`config.mk`:
```
export PLATFORM = sky130hd
export DESIGN_NAME = imem_loader
export DESIGN_NICKNAME = d
export VERILOG_FILES = /design/src/rtl/imem_loader_pkg.sv /design/src/rtl/imem_word_pack.sv /design/src/rtl/imem_loader.sv
export SDC_FILE = /design/constraint.sdc
export NUM_CORES = 1
export LEC_CHECK = 0
export BUFFER_PORTS_ARGS = -buffer_cell sky130_fd_sc_hd__buf_2
export CAP_MARGIN = 25
export CORE_MARGIN = 1.5
export CORE_UTILIZATION = 50
export DETAILED_ROUTE_END_ITERATION = 8
export GPL_TIMING_DRIVEN = 0
export PLACE_DENSITY = 0.7
export SYNTH_ARGS = -nofsm -noshare
export SYNTH_HDL_FRONTEND = slang
export SYNTH_SLANG_ARGS = --single-unit
```
`constraint.sdc`:
```
create_clock -name clk_i -period 2.58 [get_ports clk_i]
set_input_delay 0.774 -clock clk_i [delete_from_list [all_inputs] [get_ports clk_i]]
set_output_delay 0.774 -clock clk_i [all_outputs]
set_load 0.02 [all_outputs]
```
`src/rtl/imem_loader_pkg.sv`:
```
// imem_loader_pkg: shared constants for the boot-time instruction-memory loader.
//   - frame-layout constants (count width, bytes per word, byte/word widths)
//   - FSM state encoding
//   - helper classifying the states that accept stream bytes
package imem_loader_pkg;

    // Frame layout
    localparam int unsigned BYTE_W         = 8;
    localparam int unsigned WORD_W         = 32;
    localparam int unsigned CNT_W          = 16;
    localparam int unsigned BYTES_PER_WORD = 4;
    localparam int unsigned BIDX_W         = 2;

    // FSM state encoding
    localparam int unsigned STATE_W = 3;
    localparam logic [2:0] S_CNT_HI = 3'd0;
    localparam logic [2:0] S_CNT_LO = 3'd1;
    localparam logic [2:0] S_DATA   = 3'd2;
    localparam logic [2:0] S_CSUM   = 3'd3;
    localparam logic [2:0] S_DONE   = 3'd4;
    localparam logic [2:0] S_ERR    = 3'd5;

    // True for every state in which the loader takes bytes from the stream.
    function automatic logic is_rx_state(input logic [STATE_W-1:0] s);
        return (s == S_CNT_HI) || (s == S_CNT_LO) || (s == S_DATA) || (s == S_CSUM);
    endfunction

endpackage : imem_loader_pkg

```
`src/rtl/imem_word_pack.sv`:
```
// imem_word_pack: packs stream bytes into 32-bit big-endian words.
// Ports:
//   clk_i          clock
//   rst_i          synchronous active-high reset; discards any partial word
//   shift_i        a payload byte is being accepted this cycle
//   byte_i         payload byte
//   word_c_o       assembled word (3 buffered bytes + byte_i), valid with word_done_c_o
//   word_done_c_o  combinational strobe: this shift completes a word
module imem_word_pack
    import imem_loader_pkg::*;
(
    input  logic              clk_i,
    input  logic              rst_i,
    input  logic              shift_i,
    input  logic [BYTE_W-1:0] byte_i,
    output logic [WORD_W-1:0] word_c_o,
    output logic              word_done_c_o
);

    localparam int unsigned BUF_W = WORD_W - BYTE_W;

    logic [BUF_W-1:0]  shreg_q, shreg_d;
    logic [BIDX_W-1:0] idx_q, idx_d;

    // Next-state: shift MSB-first, count bytes within the word
    always_comb begin
        shreg_d = shreg_q;
        idx_d   = idx_q;
        if (shift_i) begin
            shreg_d = {shreg_q[BUF_W-BYTE_W-1:0], byte_i};
            idx_d   = idx_q + BIDX_W'(1);
        end
    end

    // State registers
    always_ff @(posedge clk_i) begin
        if (rst_i) begin
            shreg_q <= '0;
            idx_q   <= '0;
        end else begin
            shreg_q <= shreg_d;
            idx_q   <= idx_d;
        end
    end

    // The 4th byte bypasses the buffer so the word is ready on its accepting edge
    assign word_c_o      = {shreg_q, byte_i};
    assign word_done_c_o = shift_i && (idx_q == BIDX_W'(BYTES_PER_WORD - 1));

endmodule : imem_word_pack

```
`src/rtl/imem_loader.sv`:
```
// imem_loader: boot-time program loader writing the instruction memory.
// Accepts a frame CNT_HI, CNT_LO, N*4 payload bytes (words MSB first), CSUM
// (XOR of payload bytes) and writes words to addresses 0..N-1. The CPU is held
// in reset until a full frame with a matching checksum has been written.
// Ports:
//   clk_i      clock
//   rst_i      synchronous active-high reset
//   data_i     stream byte
//   valid_i    data_i valid
//   ready_o    loader can accept a byte (registered)
//   wen_o      instruction-memory write enable, one-cycle pulse per word
//   waddr_o    word address, holds until the next write
//   wdata_o    word data, holds until the next write
//   cpu_rst_o  CPU reset, high until the load succeeds
//   done_o     load succeeded (sticky)
//   err_o      load failed (sticky)
module imem_loader
    import imem_loader_pkg::*;
#(
    parameter int unsigned ADDR_WIDTH = 8
) (
    input  logic                  clk_i,
    input  logic                  rst_i,
    input  logic [BYTE_W-1:0]     data_i,
    input  logic                  valid_i,
    output logic                  ready_o,
    output logic                  wen_o,
    output logic [ADDR_WIDTH-1:0] waddr_o,
    output logic [WORD_W-1:0]     wdata_o,
    output logic                  cpu_rst_o,
    output logic                  done_o,
    output logic                  err_o
);

    localparam int unsigned CAPACITY = 1 << ADDR_WIDTH;
    // Word counter must reach 2^ADDR_WIDTH without wrapping
    localparam int unsigned WCNT_W   = ADDR_WIDTH + 1;
    // Comparison width covering both the 16-bit count and the capacity
    localparam int unsigned CMP_W    = CNT_W + 1;

    logic [STATE_W-1:0]    state_q, state_d;
    logic [BYTE_W-1:0]     cnt_hi_q, cnt_hi_d;
    logic [CNT_W-1:0]      cnt_q, cnt_d;
    logic [WCNT_W-1:0]     word_cnt_q, word_cnt_d;
    logic [BYTE_W-1:0]     csum_q, csum_d;
    logic                  ready_q, ready_d;
    logic                  wen_q, wen_d;
    logic [ADDR_WIDTH-1:0] waddr_q, waddr_d;
    logic [WORD_W-1:0]     wdata_q, wdata_d;
    logic                  cpu_rst_q, cpu_rst_d;
    logic                  done_q, done_d;
    logic                  err_q, err_d;

    logic                  accept_c;
    logic                  shift_c;
    logic [CNT_W-1:0]      frame_n_c;
    logic [WORD_W-1:0]     word_c;
    logic                  word_done_c;

    // Byte-to-word packer
    imem_word_pack u_word_pack (
        .clk_i         (clk_i),
        .rst_i         (rst_i),
        .shift_i       (shift_c),
        .byte_i        (data_i),
        .word_c_o      (word_c),
        .word_done_c_o (word_done_c)
    );

    assign accept_c  = valid_i && ready_q;
    assign frame_n_c = {cnt_hi_q, data_i};

    // Next-state and output logic
    always_comb begin
        state_d    = state_q;
        cnt_hi_d   = cnt_hi_q;
        cnt_d      = cnt_q;
        word_cnt_d = word_cnt_q;
        csum_d     = csum_q;
        wen_d      = 1'b0;
        waddr_d    = waddr_q;
        wdata_d    = wdata_q;
        shift_c    = 1'b0;

        case (state_q)
            S_CNT_HI: begin
                if (accept_c) begin
                    cnt_hi_d = data_i;
                    state_d  = S_CNT_LO;
                end
            end
            S_CNT_LO: begin
                if (accept_c) begin
                    cnt_d = frame_n_c;
                    if (CMP_W'(frame_n_c) > CMP_W'(CAPACITY)) begin
                        state_d = S_ERR;
                    end else if (frame_n_c == '0) begin
                        state_d = S_CSUM;
                    end else begin
                        state_d = S_DATA;
                    end
                end
            end
            S_DATA: begin
                if (accept_c) begin
                    shift_c = 1'b1;
                    csum_d  = csum_q ^ data_i;
                    if (word_done_c) begin
                        wen_d      = 1'b1;
                        waddr_d    = ADDR_WIDTH'(word_cnt_q);
                        wdata_d    = word_c;
                        word_cnt_d = word_cnt_q + WCNT_W'(1);
                        // Last word of the frame just went out
                        if (CMP_W'(word_cnt_q) + CMP_W'(1) == CMP_W'(cnt_q)) begin
                            state_d = S_CSUM;
                        end
                    end
                end
            end
            S_CSUM: begin
                if (accept_c) begin
                    state_d = (data_i == csum_q) ? S_DONE : S_ERR;
                end
            end
            S_DONE, S_ERR: begin
                state_d = state_q;
            end
            default: begin
                state_d = S_ERR;
            end
        endcase

        // Status outputs are registered from the next state so they change
        // in the cycle right after the deciding byte is accepted
        ready_d   = is_rx_state(state_d);
        done_d    = (state_d == S_DONE);
        err_d     = (state_d == S_ERR);
        cpu_rst_d = (state_d != S_DONE);
    end

    // State and output registers
    always_ff @(posedge clk_i) begin
        if (rst_i) begin
            state_q    <= S_CNT_HI;
            cnt_hi_q   <= '0;
            cnt_q      <= '0;
            word_cnt_q <= '0;
            csum_q     <= '0;
            ready_q    <= 1'b0;
            wen_q      <= 1'b0;
            waddr_q    <= '0;
            wdata_q    <= '0;
            cpu_rst_q  <= 1'b1;
            done_q     <= 1'b0;
            err_q      <= 1'b0;
        end else begin
            state_q    <= state_d;
            cnt_hi_q   <= cnt_hi_d;
            cnt_q      <= cnt_d;
            word_cnt_q <= word_cnt_d;
            csum_q     <= csum_d;
            ready_q    <= ready_d;
            wen_q      <= wen_d;
            waddr_q    <= waddr_d;
            wdata_q    <= wdata_d;
            cpu_rst_q  <= cpu_rst_d;
            done_q     <= done_d;
            err_q      <= err_d;
        end
    end

    assign ready_o   = ready_q;
    assign wen_o     = wen_q;
    assign waddr_o   = waddr_q;
    assign wdata_o   = wdata_q;
    assign cpu_rst_o = cpu_rst_q;
    assign done_o    = done_q;
    assign err_o     = err_q;

endmodule : imem_loader

```
==> parameters.txt, run 1 <==
Parameter                              Value

Finish
  Synthesis-to-finish area growth    23.2%
  Post-layout net count    612
  Commonest cells after routing, fill and taps aside    nand2_1, dfxtp_1, a21oi_1
  Share of post-route cells with drive strength above 1    16.2%
  Most common library cell in the layout ignoring fill and taps    nand2_1
  Post-route design area    5490 µm²
  Total inserted antenna cells    0

Routing
  Routed len/inst    14.5 µm
  Total number of vias    ~3,700
  Antenna Violating Nets Remaining    0
  Drt via density    5.20
  Number of detailed-route iterations in the first pass    4
  Remaining DRCs    0
  Number of design-rule violations left by the first detailed-router iteration    180
  Total Routed Length    10,400 µm

Yosys
  Yosys warnings    0
  Ys async rst share    0%
  Total nets after synthesis    539
  Area of the mapped netlist    4450 µm²
  Sequential fraction of the synthesis area    51.7%
  Leading register cell type out of synthesis    dfxtp_1
  Number of enable-type register cells in the synthesized netlist    0
  #FFs+latches synth    115
  Post-synthesis cell count    526
  Post-Syn Area per Cell    8.47 µm²
  Number of library cell types mapped by synthesis    36

Floorplanning
  CORE AREA    8680 µm²
  Horiz. Die Dim    97.4 µm
  Die area    9480 µm²
  Starting density of the core    51.3%
  Die height    97.4 µm
  Number of cell rows    34
  I/O pin cnt    56

Global route
  Initial antenna violation count    0
  First-pass GRT wire length    around 17,000 µm
  GR Util All Layers    23.2%
  Grt ovf    0
  Via count of the first global-routing pass    3,585
  Largest net degree at the start of global routing    17

STA
  Final hold violation count    0
  Count of pins over their slew limit    0
  RSZ-0062 raised after global routing    no
  Peak Freq    0.522 GHz
  Summed negative setup slack over all endpoints    0 ps
  Layout Skew    6.14 ps
  Clock period minus worst slack    about 1900 ps
  Number of setup violations in the final report    0
  Period utilisation layout    between 70% and 80%
  Slew margin rel.    45.4%
  Worst-margin pin slew    815 ps

Worst setup path
  Required @ worst endpoint    2960 ps
  Worst setup path startpoint    data_i[7]
  Critical Path Fanout Max    6
  Endpoint arrival time on the critical path    around 2300 ps
  Kind of end point of the critical path    flip-flop
  Reg-to-Reg Start    state_q[2]
  Category of the most critical setup path    input pin to flip-flop
  Startpoint type of the worst setup path    input pin

Clock network
  Post_cts resized    0
  Clock slew at the register clock pins of the worst setup and hold paths    60 ps
  Clock sink count    115
  Maximum level of the CTS H-tree    4
  TritonCTS clock tree    yes
  Buffer count from post-CTS setup fixing    0
  Clock Path Buffers    2
  Number of buffers added by the clock tree synthesis step    17
  CTS hold repair buffers    0
  Root buf cell    clkbuf_8
  Later-pin clock latency in the skew report    520 ps

Placed design
  Post-detailed-placement half-perimeter wirelength    7150 µm
  Number of input and output port buffers inserted    54
  RD Place Congestion    between 0.8 and 0.9
  Total cell area at the placement stage    4860 µm²

Job
  Max-cap viol count    0

Power
  Pwr/cell area    807 nW/µm²
  Static Leakage    about 2.2 nW
  Max IR drop VDD    0.550 mV

Hold path
  Classification of the worst-slack hold path    flip-flop to flip-flop
  Critical hold path startpoint    wdata_o[18]

Status
  Run status    completed
==> through the flow <==
stage                     hold slack (ps)  instances  total power [W]  worst slack (ps)  utilization [%]
after floorplan                       432        526          0.00194               560                -
after detailed placement              444        688          0.00200               220             56.0
after global routing                  467        720          0.00455               488             63.2
after CTS                             452        720          0.00445               683             63.2
after global placement                441        688          0.00199               214             56.0
final                                 450        720          0.00443               665             63.2
==> worst max-delay path: stages <==
cell and delay [ps]:
buf_2 150, nor4_1 390, a21boi_0 200, nor4b_1 370, o22a_1 290, o32ai_2 100
==> layer usage <==
metal	part of all wire, %	wire length (µm)	vias to the layer above	global-route usage [%]
li1	-	-	1872	-
met1	47	4860	1744	31.7
met2	46	4770	112	35.7
met3	5.9	613	15	5.97
met4	1.5	161	0	7.80
met5	0	0	-	0
==> power breakdown <==
part	internal, W	switching [W]	leakage, nW
clock network	0.00161	0.000864	0.302
logic	0.0000513	0.000101	0.965
registers	0.00179	0.0000131	0.928
total	0.00345	0.000979	2.19
==> flip-flops by register name, indices dropped and copies added, names as in the netlist <==
name and count:
err_o 1, done_o 1, wen_o 1, wdata_o 32, u_word_pack.shreg_q 24, cnt_q 16, state_q 3, cnt_hi_q 8
u_word_pack.idx_q 2, ready_o 1, cpu_rst_o 1, word_cnt_q 9, csum_q 8, waddr_o 8
==> area by class of cell <==
cell class                 count  area (µm²)
buffer                        34         144
fill                         748        3190
clock inverter                14         201
multi-input combinational    377        2010
tap                          108         135
sequential                   115        2300
clock buffer                  18         428
timing repair buffer          54         270
==> logic make-up (layout without fill, tap and decap cells) <==
logic type | after synthesis | after routing | share of synthesized area [%]
XOR/XNOR | 37 | 37 | 7.28
AO/OA/AOI/OAI | 79 | 79 | 9.47
flip-flops | 115 | 115 | 51.7
buffers and inverters | 34 | 120 | 3.23
adder cells (fa/ha/maj) | 2 | 2 | 0.562
AND/OR/NAND/NOR | 234 | 234 | 22.2
multiplexers | 25 | 25 | 5.62
==> final timing paths <==
kind         slack [ps]  cells after the start     endpoint
max                 670                      6   state_q[0]
min                 450                      2  wdata_o[18]
max reg2reg         700                      6    cnt_q[10]
min reg2reg         450                      2  wdata_o[18]
==> synth_stat cells, types with 2 or more instances <==
cell type / instances / area, µm²
buf_4: 2 / 15.0
buf_2: 6 / 30.0
and3_1: 2 / 12.5
xor2_1: 15 / 131
nand4_1: 5 / 31.3
nand2b_1: 3 / 18.8
nor3_1: 8 / 40.0
nor2_1: 47 / 176
nand3b_1: 2 / 15.0
xnor2_1: 22 / 193
nand2_1: 145 / 544
dfxtp_1: 115 / 2300
ha_1: 2 / 25.0
o21ai_0: 4 / 20.0
buf_1: 4 / 15.0
nor4_1: 4 / 25.0
clkbuf_1: 21 / 78.8
mux2i_1: 25 / 250
and2_1: 2 / 12.5
or3_1: 2 / 12.5
a21oi_1: 69 / 345
nand3_1: 7 / 35.0
No activity file was read; power rests on OpenSTA's default activity.
==> run 2, diff against run 1 <==
Settings changed: PLACE_DENSITY 0.7 to 0.73.
Clock period 2.58 ns to 1.7 ns, I/O delays scaled along.
==> run 2 against run 1 <==
Sequential cell count is the same. Combinational power increased by 54%. Wire length grew 3.8%.
==> parameters.txt, run 2 (synthesized netlist as in run 1, its figures left out) <==
Parameter                              Value

Clock network
  Clock sink count    115
  Later-pin clock latency in the skew report    510 ps
  Clock Path Buffers    2
  Clock slew at the register clock pins of the worst setup and hold paths    60 ps
  TritonCTS clock tree    yes
  CTS hold repair buffers    0
  Root buf cell    clkbuf_8
  Maximum level of the CTS H-tree    4
  Number of buffers added by the clock tree synthesis step    17

Worst setup path
  Required @ worst endpoint    2120 ps
  Critical Path Fanout Max    6
  Category of the most critical setup path    flip-flop to flip-flop
  Endpoint arrival time on the critical path    2110 ps
  Startpoint type of the worst setup path    flip-flop
  Kind of end point of the critical path    flip-flop
  R2r setup slk    around 14 ps

STA
  Count of pins over their slew limit    0
  Clock period minus worst slack    ~1700 ps
  Worst-margin pin slew    581 ps
  Final hold violation count    0
  Number of setup violations in the final report    0
  Layout Skew    5.65 ps
  Peak Freq    0.593 GHz
  Period utilisation layout    just under 100%
  Slew margin rel.    61.2%
  Setup WS post-layout    13.9 ps
  RSZ-0062 raised after global routing    yes
  Final hold slack    306 ps

Finish
  Filler cell count in the final layout    between 700 and 800
  Post-layout net count    between 600 and 700
  Area used by sequential logic in the layout    between 2000 and 2500 µm²
  Share of post-route cells with drive strength above 1    21.0%
  Multi-input logic area    2050 µm²
  Max reg flops    32
  Total inserted antenna cells    0
  Post-route design area    5630 µm²
  Commonest cells after routing, fill and taps aside    nand2_1, dfxtp_1, a21oi_1
  Synthesis-to-finish area growth    26.3%
  Most common library cell in the layout ignoring fill and taps    nand2_1
  Utilization after layout    64.8%

Routing
  Remaining DRCs    0
  Number of design-rule violations left by the first detailed-router iteration    180
  Number of detailed-route iterations in the first pass    4
  Total Routed Length    10,800 µm
  Drt via density    5.29
  Antenna Violating Nets Remaining    0
  Total number of vias    3,839
  Routed len/inst    between 10 and 15 µm

Placed design
  Number of input and output port buffers inserted    54
  RD Place Congestion    0.912
  Post-placement worst setup slack    -476 ps
  Total cell area at the placement stage    between 4000 and 5000 µm²
  Post-detailed-placement half-perimeter wirelength    ~7300 µm

Floorplanning
  I/O pin cnt    56
  Horiz. Die Dim    ~97 µm
  Starting density of the core    51.3%
  CORE AREA    just under 9000 µm²
  Die height    between 90 and 100 µm
  Die area    9480 µm²
  Number of cell rows    34

Global route
  Initial antenna violation count    0
  First-pass GRT wire length    approximately 18,000 µm
  Via count of the first global-routing pass    3,765
  GR Util All Layers    23.7%
  Grt ovf    0
  Largest net degree at the start of global routing    17

Power
  Static Leakage    2.26 nW
  Pwr/cell area    1210 nW/µm²
  Total power    between 0.006 and 0.007 W
  Max IR drop VDD    0.736 mV

Status
  Run status    completed

Job
  Max-cap viol count    0

Hold path
  Classification of the worst-slack hold path    input pin to flip-flop
## run 2: cell count changes in the layout (fill, tap and decap cells not counted), moves of 2 or more
cell and delta:
buf_4 +10, clkbuf_4 +2, buf_2 -2, clkinvlp_4 +2, dfxtp_2 +6, buf_1 -4
clkinv_4 -2, dfxtp_1 -7, clkbuf_2 +8, clkbuf_1 -7, inv_6 -3
## run 2: final timing paths
path                                   from     endpoint  cells after the start
worst max-delay path             state_q[2]   state_q[0]                      5
worst min-delay path              data_i[7]   wdata_o[7]                      3
worst max register to register   state_q[2]   state_q[0]                      5
worst min register to register  wdata_o[28]  wdata_o[28]                      2
## run 2: final cells by class
type | instances | area share, %
Timing Repair Buffer | 62 | 5.87
Buffer | 32 | 2.82
Sequential cell | 115 | 41.1
Clock inverter | 13 | 3.69
Tap cell | 108 | 2.40
Clock buffer | 19 | 7.67
Multi-Input combinational cell | 377 | 36.4
## run 2: worst max-delay path: stages, from the launching register on
cell and delay, ps:
dfxtp_4 350, and3b_2 280, and3_4 250, nand4_1 80, or4_4 430, o32ai_2 200
## run 2: power breakdown
group	switching [W]	internal, W
combinational	0.000152	0.0000830
sequential	0.0000273	0.00272
clock	0.00124	0.00256
total	0.00142	0.00537
## run 2: metrics by stage
stage | cells | setup TNS [ps]
floorplan | 526 | -50.4
finish | 726 | 0
global route | 726 | -51.5
detailed placement | 688 | -25680
CTS | 724 | -177
global placement | 688 | -22900
## run 2: routing by layer
metal,vias up,part of all wire [%],track usage [%]
met5,-,0,0
met4,0,1.6,9.56
met3,21,5.8,4.68
met2,134,49,38.8
met1,1800,44,30.7
li1,1884,-,-
## run 2: repair_timing
action	4_1_cts	5_1_grt
setup buffers	5	3
gates resized for setup	9	33
pin swaps	1	2
endpoints found under the setup margin	62	80
==> run 3, diff against run 2 <==
Settings changed: CTS_BUF_LIST from default to sky130_fd_sc_hd__clkbuf_8, SKIP_LAST_GASP from default to 1.
==> run 3 against run 2 <==
Cell count shrank 0.41%. Sequential share of layout area up 1.6 points. Design area shrank 3.7%. Register-to-register slack hardly changed. Highest routed layer unchanged.
==> parameters.txt, run 3 (synthesized netlist as in run 1, its figures left out) <==
Parameter                              Value

Floorplanning
  I/O pin cnt    56
  CORE AREA    about 8700 µm²
  Number of cell rows    34
  Die height    around 100 µm
  Die area    9480 µm²
  Starting density of the core    51.3%
  Horiz. Die Dim    97.4 µm

Worst setup path
  Kind of end point of the critical path    flip-flop
  Critical Path Fanout Max    6
  Required @ worst endpoint    2030 ps
  Category of the most critical setup path    input pin to flip-flop
  Endpoint arrival time on the critical path    2020 ps
  Register-to-Register Path Depth    5
  Startpoint type of the worst setup path    input pin

Global route
  Via count of the first global-routing pass    3,627
  First-pass GRT wire length    17,400 µm
  GR Util All Layers    approximately 23%
  Initial antenna violation count    0
  Grt ovf    0
  Largest net degree at the start of global routing    17

Routing
  Antenna Violating Nets Remaining    0
  Routed len/inst    14.4 µm
  Number of design-rule violations left by the first detailed-router iteration    209
  Remaining DRCs    0
  Total Routed Length    10,400 µm
  Drt via density    5.28
  Total number of vias    3,816
  Number of detailed-route iterations in the first pass    4

Placed design
  Post-detailed-placement half-perimeter wirelength    approximately 7300 µm
  Number of input and output port buffers inserted    54
  Total cell area at the placement stage    between 4000 and 5000 µm²
  RD Place Congestion    0.912

Power
  Fraction of power consumed by the clock network    slightly below 50%
  Share of total power in combinational logic    about 4%
  Max IR drop VDD    0.566 mV
  Switching Fraction    22.3%
  Static Leakage    2.16 nW
  Pwr/cell area    1090 nW/µm²
  Sequential Power Share    46.6%
  Net switching component of the power    0.00132 W
  Cell internal power dissipation    between 0.004 and 0.005 W

Clock network
  Clock sink count    115
  Clock Path Buffers    2
  TritonCTS clock tree    yes
  Number of buffers added by the clock tree synthesis step    17
  Root buf cell    clkbuf_8
  Clock slew at the register clock pins of the worst setup and hold paths    70 ps
  Maximum level of the CTS H-tree    4
  Later-pin clock latency in the skew report    430 ps
  CTS hold repair buffers    0

Job
  Max-cap viol count    0

Status
  Run status    completed

Finish
  Filler cell count in the final layout    750
  Utilization after layout    62.4%
  Post-route design area    roughly 5400 µm²
  Max reg flops    32
  Multi-input logic area    2050 µm²
  Most common library cell in the layout ignoring fill and taps    nand2_1
  Share of post-route cells with drive strength above 1    between 20% and 30%
  Synthesis-to-finish area growth    21.7%
  Area used by sequential logic in the layout    2310 µm²
  Post-layout net count    615
  Total inserted antenna cells    0
  Commonest cells after routing, fill and taps aside    nand2_1, dfxtp_1, a21oi_1

Hold path
  Hold-critical path depth    3
  Classification of the worst-slack hold path    input pin to flip-flop

STA
  RSZ-0062 raised after global routing    yes
  Clock period minus worst slack    1700 ps
  Peak Freq    approximately 0.6 GHz
  Count of pins over their slew limit    0
  Worst-margin pin slew    571 ps
  Number of setup violations in the final report    0
  Layout Skew    7.54 ps
  Final hold violation count    0
  Slew margin rel.    61.9%
  Period utilisation layout    between 90% and 100%
-- run 3: worst paths after layout --
path	start	slack, ps	end
setup / recovery	data_i[3]	4	done_o
hold / removal	data_i[7]	390	wdata_o[7]
setup reg to reg	word_cnt_q[0]	20	state_q[0]
hold reg to reg	wdata_o[28]	450	wdata_o[28]
-- run 3: cell type report --
class,instances,area share [%]
Buffer,32,2.84
Clock buffer,18,4.57
Timing Repair Buffer,59,5.68
Clock inverter,14,3.90
Multi-Input combinational cell,377,37.8
Tap cell,108,2.49
Sequential cell,115,42.7
-- run 3: power by group through the flow --
stage	Sequential, W	Combinational, W	Clock [W]
floorplan	0.00280	0.000147	0
global placement	0.00280	0.000223	0
detailed placement	0.00280	0.000229	0
CTS	0.00274	0.000230	0.00292
global route	0.00275	0.000255	0.00307
finish	0.00275	0.000233	0.00291
-- run 3: critical path, stage by stage --
cell,delay [ps]
buf_2,160
nor4_1,400
a21boi_0,190
nor3_1,390
o31ai_1,190
and2_1,180
-- run 3: layer usage --
layer | global-route usage [%] | up-vias | part of all wire, %
li1 | - | 1885 | -
met5 | 0 | - | 0
met2 | 36.1 | 119 | 47
met4 | 7.58 | 0 | 1.5
met1 | 30.6 | 1798 | 46
met3 | 6.04 | 14 | 5.9
-- run 3: stage by stage --
stage	total power, W	hold WS [ps]	instances	worst slack, ps	setup TNS, ps
floorplan	0.00295	432	526	-50.4	-50.4
CTS	0.00590	376	723	-33.2	-42.0
global placement	0.00302	441	688	-453	-22900
global route	0.00607	375	723	-36.8	-90.5
detailed placement	0.00303	444	688	-476	-25680
finish	0.00589	390	723	3.82	0
-- run 3: timing repair --
| action | 4_1_cts | 5_1_grt |
|---|---|---|
| pin swaps | 1 | 2 |
| setup endpoints to repair | 62 | 67 |
| gates cloned | 0 | 0 |
| setup buffers | 4 | 1 |
| hold endpoints to repair | 0 | 0 |
| resized for setup | 13 | 24 |
